==> config.mk <==
export PLATFORM = sky130hd
export DESIGN_NAME = usb_tx_encoder
export DESIGN_NICKNAME = d
export VERILOG_FILES = /design/src/rtl/usb_tx_pkg.sv /design/src/rtl/usb_nrzi_enc.sv /design/src/rtl/usb_tx_encoder.sv
export SDC_FILE = /design/constraint.sdc
export NUM_CORES = 1
export LEC_CHECK = 0
export ABC_AREA = 1
export CORE_MARGIN = 1
export CORE_UTILIZATION = 55
export DETAILED_ROUTE_END_ITERATION = 16
export MAX_ROUTING_LAYER = met4
export PLACE_DENSITY = 0.82
export SLEW_MARGIN = 40
export SYNTH_ARGS = -nofsm -noshare
export SYNTH_HDL_FRONTEND = slang
export SYNTH_SLANG_ARGS = --single-unit
==> constraint.sdc <==
create_clock -name clk -period 1.7 [get_ports clk]
set_input_delay 0.17 -clock clk [delete_from_list [all_inputs] [get_ports clk]]
set_output_delay 0.17 -clock clk [all_outputs]
set_load 0.03 [all_outputs]
==> src/rtl/usb_tx_pkg.sv <==
// Shared types and constants for the USB full-speed transmit serialiser.
package usb_tx_pkg;

    typedef enum logic [1:0] {
        IDLE    = 2'd0,
        SHIFT   = 2'd1,
        EOP_SE0 = 2'd2,
        EOP_J   = 2'd3
    } tx_enc_state_t;

    // Line states as {D+, D-}
    localparam logic [1:0] LINE_J   = 2'b10;
    localparam logic [1:0] LINE_K   = 2'b01;
    localparam logic [1:0] LINE_SE0 = 2'b00;

    localparam int STUFF_LIMIT_DEF  = 6;
    localparam int EOP_SE0_BITS_DEF = 2;

    function automatic logic [1:0] nrzi_toggle(input logic [1:0] line);
        return (line == LINE_J) ? LINE_K : LINE_J;
    endfunction

endpackage

==> src/rtl/usb_nrzi_enc.sv <==
// NRZI line driver: on each strobe it toggles on a 0, holds on a 1,
// or forces SE0 / J during the end-of-packet sequence.
module usb_nrzi_enc
    import usb_tx_pkg::*;
(
    input  logic clk,
    input  logic n_rst,
    input  logic strobe_i,
    input  logic data_i,
    input  logic force_se0_i,
    input  logic force_j_i,
    output logic dplus_out,
    output logic dminus_out
);

    logic [1:0] line_q, line_d;

    always_comb begin
        line_d = line_q;
        if (strobe_i) begin
            if (force_se0_i) begin
                line_d = LINE_SE0;
            end else if (force_j_i) begin
                line_d = LINE_J;
            end else if (!data_i) begin
                line_d = nrzi_toggle(line_q);
            end
        end
    end

    always_ff @(posedge clk or negedge n_rst) begin
        if (!n_rst) begin
            line_q <= LINE_J;
        end else begin
            line_q <= line_d;
        end
    end

    assign {dplus_out, dminus_out} = line_q;

endmodule

==> src/rtl/usb_tx_encoder.sv <==
// USB TX serial back end: one-deep holding register, LSB-first shifter,
// bit stuffing and EOP sequencing, driving the NRZI line encoder.
module usb_tx_encoder
    import usb_tx_pkg::*;
#(
    parameter int STUFF_LIMIT  = STUFF_LIMIT_DEF,
    parameter int EOP_SE0_BITS = EOP_SE0_BITS_DEF
) (
    input  logic       clk,
    input  logic       n_rst,
    input  logic       shift_strobe,
    input  logic [7:0] tx_data,
    input  logic       tx_valid,
    output logic       tx_ready,
    input  logic       send_eop,
    output logic       bit_stuff_en,
    output logic       dplus_out,
    output logic       dminus_out,
    output logic       busy,
    output logic       eop_done,
    output logic       underrun
);

    localparam logic [2:0] ONES_LIMIT = 3'(STUFF_LIMIT);
    localparam logic [3:0] SE0_LAST   = 4'(EOP_SE0_BITS - 1);

    tx_enc_state_t state_q, state_d;
    logic [7:0]    hold_q, hold_d;
    logic [7:0]    shift_q, shift_d;
    logic          hold_full_q, hold_full_d;
    logic [2:0]    bit_cnt_q, bit_cnt_d;
    logic [2:0]    ones_cnt_q, ones_cnt_d;
    logic [2:0]    ones_inc;
    logic          stuff_q, stuff_d;
    logic          eop_pend_q, eop_pend_d;
    logic          last_q, last_d;
    logic [3:0]    se0_cnt_q, se0_cnt_d;
    logic          busy_q;
    logic          underrun_q, underrun_d;
    logic          eop_done_q, eop_done_d;
    logic          accept;
    logic          eop_req;

    assign accept   = tx_valid && !hold_full_q;
    assign eop_req  = eop_pend_q || send_eop;
    assign ones_inc = ones_cnt_q + 3'd1;

    always_comb begin
        // NOTE: every next-state signal gets its hold value first, so no branch can infer a latch.
        state_d     = state_q;
        hold_d      = hold_q;
        hold_full_d = hold_full_q;
        shift_d     = shift_q;
        bit_cnt_d   = bit_cnt_q;
        ones_cnt_d  = ones_cnt_q;
        stuff_d     = stuff_q;
        eop_pend_d  = eop_pend_q;
        last_d      = last_q;
        se0_cnt_d   = se0_cnt_q;
        underrun_d  = 1'b0;
        eop_done_d  = 1'b0;

        if (accept) begin
            hold_d      = tx_data;
            hold_full_d = 1'b1;
        end
        if (send_eop && (state_q == IDLE || state_q == SHIFT)) begin
            eop_pend_d = 1'b1;
        end

        case (state_q)
            IDLE: begin
                if (hold_full_q) begin
                    shift_d     = hold_q;
                    hold_full_d = accept;
                    bit_cnt_d   = 3'd0;
                    state_d     = SHIFT;
                end
            end
            SHIFT: begin
                if (shift_strobe) begin
                    if (stuff_q) begin
                        stuff_d    = 1'b0;
                        ones_cnt_d = 3'd0;
                        // The byte already ran out; the stuffed zero was the last thing owed.
                        if (last_q) begin
                            last_d    = 1'b0;
                            se0_cnt_d = 4'd0;
                            state_d   = EOP_SE0;
                        end
                    end else begin
                        shift_d   = {1'b0, shift_q[7:1]};
                        bit_cnt_d = bit_cnt_q + 3'd1;
                        if (shift_q[0]) begin
                            ones_cnt_d = ones_inc;
                            if (ones_inc == ONES_LIMIT) begin
                                stuff_d = 1'b1;
                            end
                        end else begin
                            ones_cnt_d = 3'd0;
                        end
                        if (bit_cnt_q == 3'd7) begin
                            if (hold_full_q) begin
                                shift_d     = hold_q;
                                hold_full_d = accept;
                                bit_cnt_d   = 3'd0;
                            end else begin
                                if (!eop_req) begin
                                    underrun_d = 1'b1;
                                    eop_pend_d = 1'b1;
                                end
                                if (stuff_d) begin
                                    last_d = 1'b1;
                                end else begin
                                    se0_cnt_d = 4'd0;
                                    state_d   = EOP_SE0;
                                end
                            end
                        end
                    end
                end
            end
            EOP_SE0: begin
                if (shift_strobe) begin
                    if (se0_cnt_q == SE0_LAST) begin
                        state_d = EOP_J;
                    end else begin
                        se0_cnt_d = se0_cnt_q + 4'd1;
                    end
                end
            end
            EOP_J: begin
                if (shift_strobe) begin
                    eop_done_d = 1'b1;
                    eop_pend_d = 1'b0;
                    ones_cnt_d = 3'd0;
                    stuff_d    = 1'b0;
                    last_d     = 1'b0;
                    state_d    = IDLE;
                end
            end
            default: state_d = IDLE;
        endcase
    end

    always_ff @(posedge clk or negedge n_rst) begin
        if (!n_rst) begin
            state_q     <= IDLE;
            hold_q      <= 8'd0;
            hold_full_q <= 1'b0;
            shift_q     <= 8'd0;
            bit_cnt_q   <= 3'd0;
            ones_cnt_q  <= 3'd0;
            stuff_q     <= 1'b0;
            eop_pend_q  <= 1'b0;
            last_q      <= 1'b0;
            se0_cnt_q   <= 4'd0;
            busy_q      <= 1'b0;
            underrun_q  <= 1'b0;
            eop_done_q  <= 1'b0;
        end else begin
            // NOTE: non-blocking so every register samples the pre-edge values of the others.
            state_q     <= state_d;
            hold_q      <= hold_d;
            hold_full_q <= hold_full_d;
            shift_q     <= shift_d;
            bit_cnt_q   <= bit_cnt_d;
            ones_cnt_q  <= ones_cnt_d;
            stuff_q     <= stuff_d;
            eop_pend_q  <= eop_pend_d;
            last_q      <= last_d;
            se0_cnt_q   <= se0_cnt_d;
            busy_q      <= (state_d != IDLE);
            underrun_q  <= underrun_d;
            eop_done_q  <= eop_done_d;
        end
    end

    usb_nrzi_enc u_nrzi (
        .clk         (clk),
        .n_rst       (n_rst),
        .strobe_i    (shift_strobe && (state_q != IDLE)),
        .data_i      (stuff_q ? 1'b0 : shift_q[0]),
        .force_se0_i (state_q == EOP_SE0),
        .force_j_i   (state_q == EOP_J),
        .dplus_out   (dplus_out),
        .dminus_out  (dminus_out)
    );

    assign tx_ready     = ~hold_full_q;
    assign bit_stuff_en = stuff_q;
    assign busy         = busy_q;
    assign underrun     = underrun_q;
    assign eop_done     = eop_done_q;

endmodule

==> Word-level counts from Yosys, hierarchy flattened <==
Index checks and enable logic that the tools add are counted.
{ "word_totals": {"ff_bits": 37, "in_bits": 13, "elab_cells": 133} }
{ "classes": {"add_sub_neg": 3, "eq_ne": 19, "muxes": 79, "n_bitwise": 1, "n_reduce_logical": 17} }
{ "ops": {"columns": ["cell", "n"], "rows": [
  ["8-bit 2-to-1 mux", 5],
  ["1-bit 2-to-1 mux", 34],
  ["4-bit 2-to-1 mux", 8],
  ["2-bit 2-to-1 mux", 14],
  ["3-bit 2-to-1 mux", 9],
  ["8-bit one-hot mux with 2 select lines", 1],
  ["2-bit != test (second input constant)", 6],
  ["3-bit != test (second input constant)", 4],
  ["3-bit one-hot mux with 2 select lines", 2],
  ["2-bit nonzero test", 5],
  ["1-bit one-hot mux with 2 select lines", 4],
  ["2-bit one-hot mux with 4 select lines", 1],
  ["4-bit one-hot mux with 2 select lines", 1],
  ["8-bit AND reduction", 1],
  ["3-bit by 1-bit adder with 3-bit output (second input constant)", 2],
  ["2-bit equality test (second input constant)", 3],
  ["3-bit equality test (second input constant)", 2],
  ["3-bit by 2-bit != test with 1-bit output (second input constant)", 2],
  ["6-bit AND reduction", 1],
  ["4-bit by 1-bit adder with 4-bit output (second input constant)", 1],
  ["4-bit by 1-bit equality test with 1-bit output (second input constant)", 1],
  ["4-bit AND reduction", 1],
  ["1-bit logical AND", 3],
  ["3-bit AND reduction", 1],
  ["6 further kinds", 7]
]} }

==> Depth between registers and ports, before layout <==
{ "logic_depth": {"depth_word": 14, "ltp_mapped": 11, "ltp_nobuf": 11} }

==> By module <==
Synthesis repeated with hierarchy kept, for this count alone.
{ "unflattened": {"hier_cells": 218, "area_unflattened_um2": 1878.1} }
{ "by_module_without_submodules": {"columns": ["module", "instances", "cells_each", "area_each_um2", "seq_area_each_um2"], "rows": [
  ["usb_tx_encoder", 1, 199, 1751.7, 875.8],
  ["usb_nrzi_enc", 1, 19, 126.4, 51.3]
]} }

==> Worst setup path after synthesis <==
OpenSTA, ideal clock, no wires.
{ "synth_path": {"path_type": "register to register", "start": "register stuff_q, in the netlist bit_stuff_en", "end": "register se0_cnt_q[0]", "t_arrival_ns": 1.393, "t_required_ns": 1.577, "setup_slack_ns": 0.184, "path_stages_with_launch": 7, "synth_period_minus_slack_ns": 1.516, "cell_sequence": "dfrtp_1 inv_1 or2_2 o22ai_2 nor2_4 nand2_1 nand2_1"} }
{ "synth_between": {"elab_chain_len": 3, "word_cells_on_any_way": 8} }
{ "synth_rtl": {"columns": ["element", "line_no", "rtl"], "rows": [
  ["start: declaration", "usb_tx_encoder.sv:34", "logic stuff_q, stuff_d;"],
  ["start signal: assignment", "usb_tx_encoder.sv:169", "stuff_q <= stuff_d;"],
  ["4-bit 2-to-1 mux", "usb_tx_encoder.sv:82", "if (stuff_q) begin"],
  ["4-bit 2-to-1 mux", "usb_tx_encoder.sv:81", "if (shift_strobe) begin"],
  ["4-bit one-hot mux with 2 select lines", "usb_tx_encoder.sv:71", "case (state_q)"],
  ["end signal: assignment", "usb_tx_encoder.sv:172", "se0_cnt_q <= se0_cnt_d;"],
  ["end: declaration", "usb_tx_encoder.sv:37", "logic [3:0] se0_cnt_q, se0_cnt_d;"]
]} }
Parallel ways exist; a longest one is shown, timed or not. The select of a mux whose other input is x is not followed.
A chain may end at the register's enable or synchronous reset.

==> Final worst setup path <==
{ "layout_path": {"start": "register u_nrzi.line_q[0]", "end": "output dminus_out"} }
{ "layout_lines": {"columns": ["element", "line_no", "rtl"], "rows": [
  ["start: declaration", "usb_nrzi_enc.sv:16", "logic [1:0] line_q, line_d;"],
  ["start signal: assignment", "usb_nrzi_enc.sv:35", "line_q <= line_d;"],
  ["end: declaration", "usb_tx_encoder.sv:18", "output logic dminus_out,"]
]} }
No word-level cell between the ends.

==> flow_metrics.tcl <==
set metrics [dict create \
    cts_made_buffers 5 \
    cts_root_buf "clkbuf_4" \
    vdd_drop_max_mv 0.954 \
    netlist_instances 207 \
    timing.fmax_ghz 0.630 \
    floorplan.die.height_um 59.2 \
    finalClockSkew_ns 0.00527 \
    clock_latency_ns 0.35 \
    ys_types 29 \
    dp_hpwl_mm 2.41 \
    track_usage_pct 23.1 \
    worstPathArrival_ns 1.42 \
    drive_gt1_share_pct 13.0 \
    p_leak_nw 1.04 \
    grt_first_pass_wirelength_mm 5.69 \
    cts.reportedPaths.clkPinSlew_ns 0.10 \
    initial_core_util_pct 58.4 \
    ys_top_cells_by_area "dfrtp_1, nand2_1, nor2_1, nand3_1, ha_1" \
    async_reset_ff_share_pct 100 \
    antenna_found_initial 0 \
    tns_ns 0 \
    critPathSlowestCell "clkdlybuf4s50_1" \
    crit_buf_inv 1 \
    final_nets 256 \
    period_needed_ns 1.59 \
    synth_area_um2 1800 \
    required_ns 1.53 \
    postRouteAntennaNets 0 \
    grt_max_degree 38 \
    die_w_um 59.2 \
    first_pass_iters 4 \
    num_vias 1459 \
    die_area_um2 3500 \
    hold_path_class "in2async" \
    hold_viol 0 \
    clock-sinks 37 \
    p_per_area_nw_per_um2 1650 \
    clockBufferDepth 2 \
    drtIter0Drc 66 \
    synth.net_count 226 \
    hold_slack_ns 0.386 \
    yosys.area.top_type_share_pct 50.1 \
    synth_most_common_cell "nand2_1" \
    placement_rows 20 \
    grt_pass1_vias 1353 \
    postCtsSetupBuffers 0 \
    postSynthAreaPerCell_um2 8.68 \
    yosys-top-cells-count "nand2_1, dfrtp_1, nor2_1" \
    grt_overflow 0 \
    coreArea_um2 3080 \
    routabilityCongestion 0.833 \
    io_pins 20 \
    wl_per_cell_um 11.8 \
    ys_warn_count 0 \
    cts_tree "done" \
    rsz0062_at_grt "false" \
    outcome "finished, final reports clean" \
    slew_viol_final 0 \
    maxCapViolCount 0 \
    routed_wl_mm 3.33 \
    ys_seq_area_share_pct 51.6 \
    yosys.area.top_type "dfrtp_1" \
    critical_path.top_delay_family "buffers and inverters" \
    start_kind "register" \
    endpoint_kind "output pin" \
    vias_per_cell 5.17 \
    path_class "reg2out" \
    setup_viol 0 \
    max_stage_delay_ns 0.68 \
    synth-edff-count 0 \
    area_delta_synth_final_pct 18.6 \
    remaining_drc_errors 0 \
    total_power_mw 3.52 \
    tightest_slew_ns 0.447 \
    diodes 0 \
    synth_seq_cells 37 \
    fin_crit_sh_pct 93.4 \
    critPathMaxFanout 3 \
    cts_max_level 2 \
    path_cells "clkdlybuf4s50_1" \
    slew_headroom_pct 70.2 \
    numPortBuffers 19 \
    ys.flop_type "dfrtp_1" \
]
[cell usage in the layout, fill, tap and decap left out, types with 3 or more instances in the layout]
cell and instances:
o21ai_0 14, ha_1 6, clkbuf_4 5, inv_1 20
o22ai_1 4, clkdlybuf4s50_1 15, a21oi_1 5, nand2_1 45
o211ai_1 4, nor2_1 28, dfrtp_1 36, mux2_2 4
clkbuf_1 3, dlygate4sd2_1 3, nand3_1 16, buf_4 7
[registers in the layout (all words and copies together), names as in the netlist, 2 cells and up]
signal / cells
bit_cnt_q: 3
hold_q: 8
ones_cnt_q: 3
se0_cnt_q: 4
shift_q: 8
state_q: 2
u_nrzi.line_q: 2
[cell families after synthesis]
logic type                 count (synthesis)  synth area share, %
adders and majority gates                  6                 4.18
and+or+nand+nor                           98                 23.6
muxes                                      4                 2.51
AOI/OAI and AO/OA                         34                 11.4
DFF                                       37                 51.6
xor gates and xnor gates                   2                0.975
buffers and inverters                     26                 5.71
[metrics by stage]
step	utilization, %	setup WS [ns]	std cells	area (um2)
floorplan	-	0.184	207	1800
global placement	67.2	0.136	273	2070
detailed placement	67.2	0.131	273	2070
CTS	69.0	0.0892	282	2120
global route	69.2	0.00400	282	2130
finish	69.2	0.112	282	2130
[where the power goes]
group / switching [mW] / leakage (nW) / internal, mW / total, mW
Sequential: 0.216 / 0.450 / 1.25 / 1.46
Combinational: 0.990 / 0.562 / 0.630 / 1.62
Clock: 0.277 / 0.0265 / 0.165 / 0.441
Total: 1.48 / 1.04 / 2.04 / 3.52
[worst paths after layout]
kind	startpoint	end	slack [ns]	cells after the start
worst max-delay path	u_nrzi.line_q[0]$_DFFE_PN0P_	dminus_out	0.11	1
worst min-delay path	n_rst	eop_pend_q$_DFF_PN0_	0.39	3
worst max register to register	bit_cnt_q[0]$_DFFE_PN0P_	se0_cnt_q[3]$_DFFE_PN0P_	0.13	10
worst min register to register	hold_q[1]$_DFFE_PN0P_	hold_q[1]$_DFFE_PN0P_	0.51	1
max in group asynchronous	n_rst	u_nrzi.line_q[1]$_DFFE_PN1P_	0.97	3
min in group clk	tx_data[5]	hold_q[5]$_DFFE_PN0P_	0.39	3
[repair_timing]
item / in CTS / in global routing
pin swaps: 0 / 1
hold endpoints to repair: 36 / 0
gates cloned: 0 / 0
hold buffers: 1 / 0
gates resized for setup: 3 / 3
setup endpoints to repair: 3 / 1
[area by class of cell]
class / count / area, um2
Clock buffer: 8 / 48.8
Fill cell: 254 / 947
Inverter: 22 / 82.6
Multi-Input combinational cell: 144 / 773
Sequential cell: 37 / 927
Tap cell: 44 / 55.1
Timing Repair Buffer: 27 / 244
[routing by layer]
metal  part of all wire (%)  up-vias  wire length [um]  global-route usage [%]
li1                       -      735                 -                       -
met5                      0        -                 0                       -
met2                     48       47              1610                    36.4
met3                    5.1        4               170                    4.59
met4                   0.63        0                21                    13.9
met1                     46      673              1530                    27.5
No activity file was read; power rests on OpenSTA's default activity.
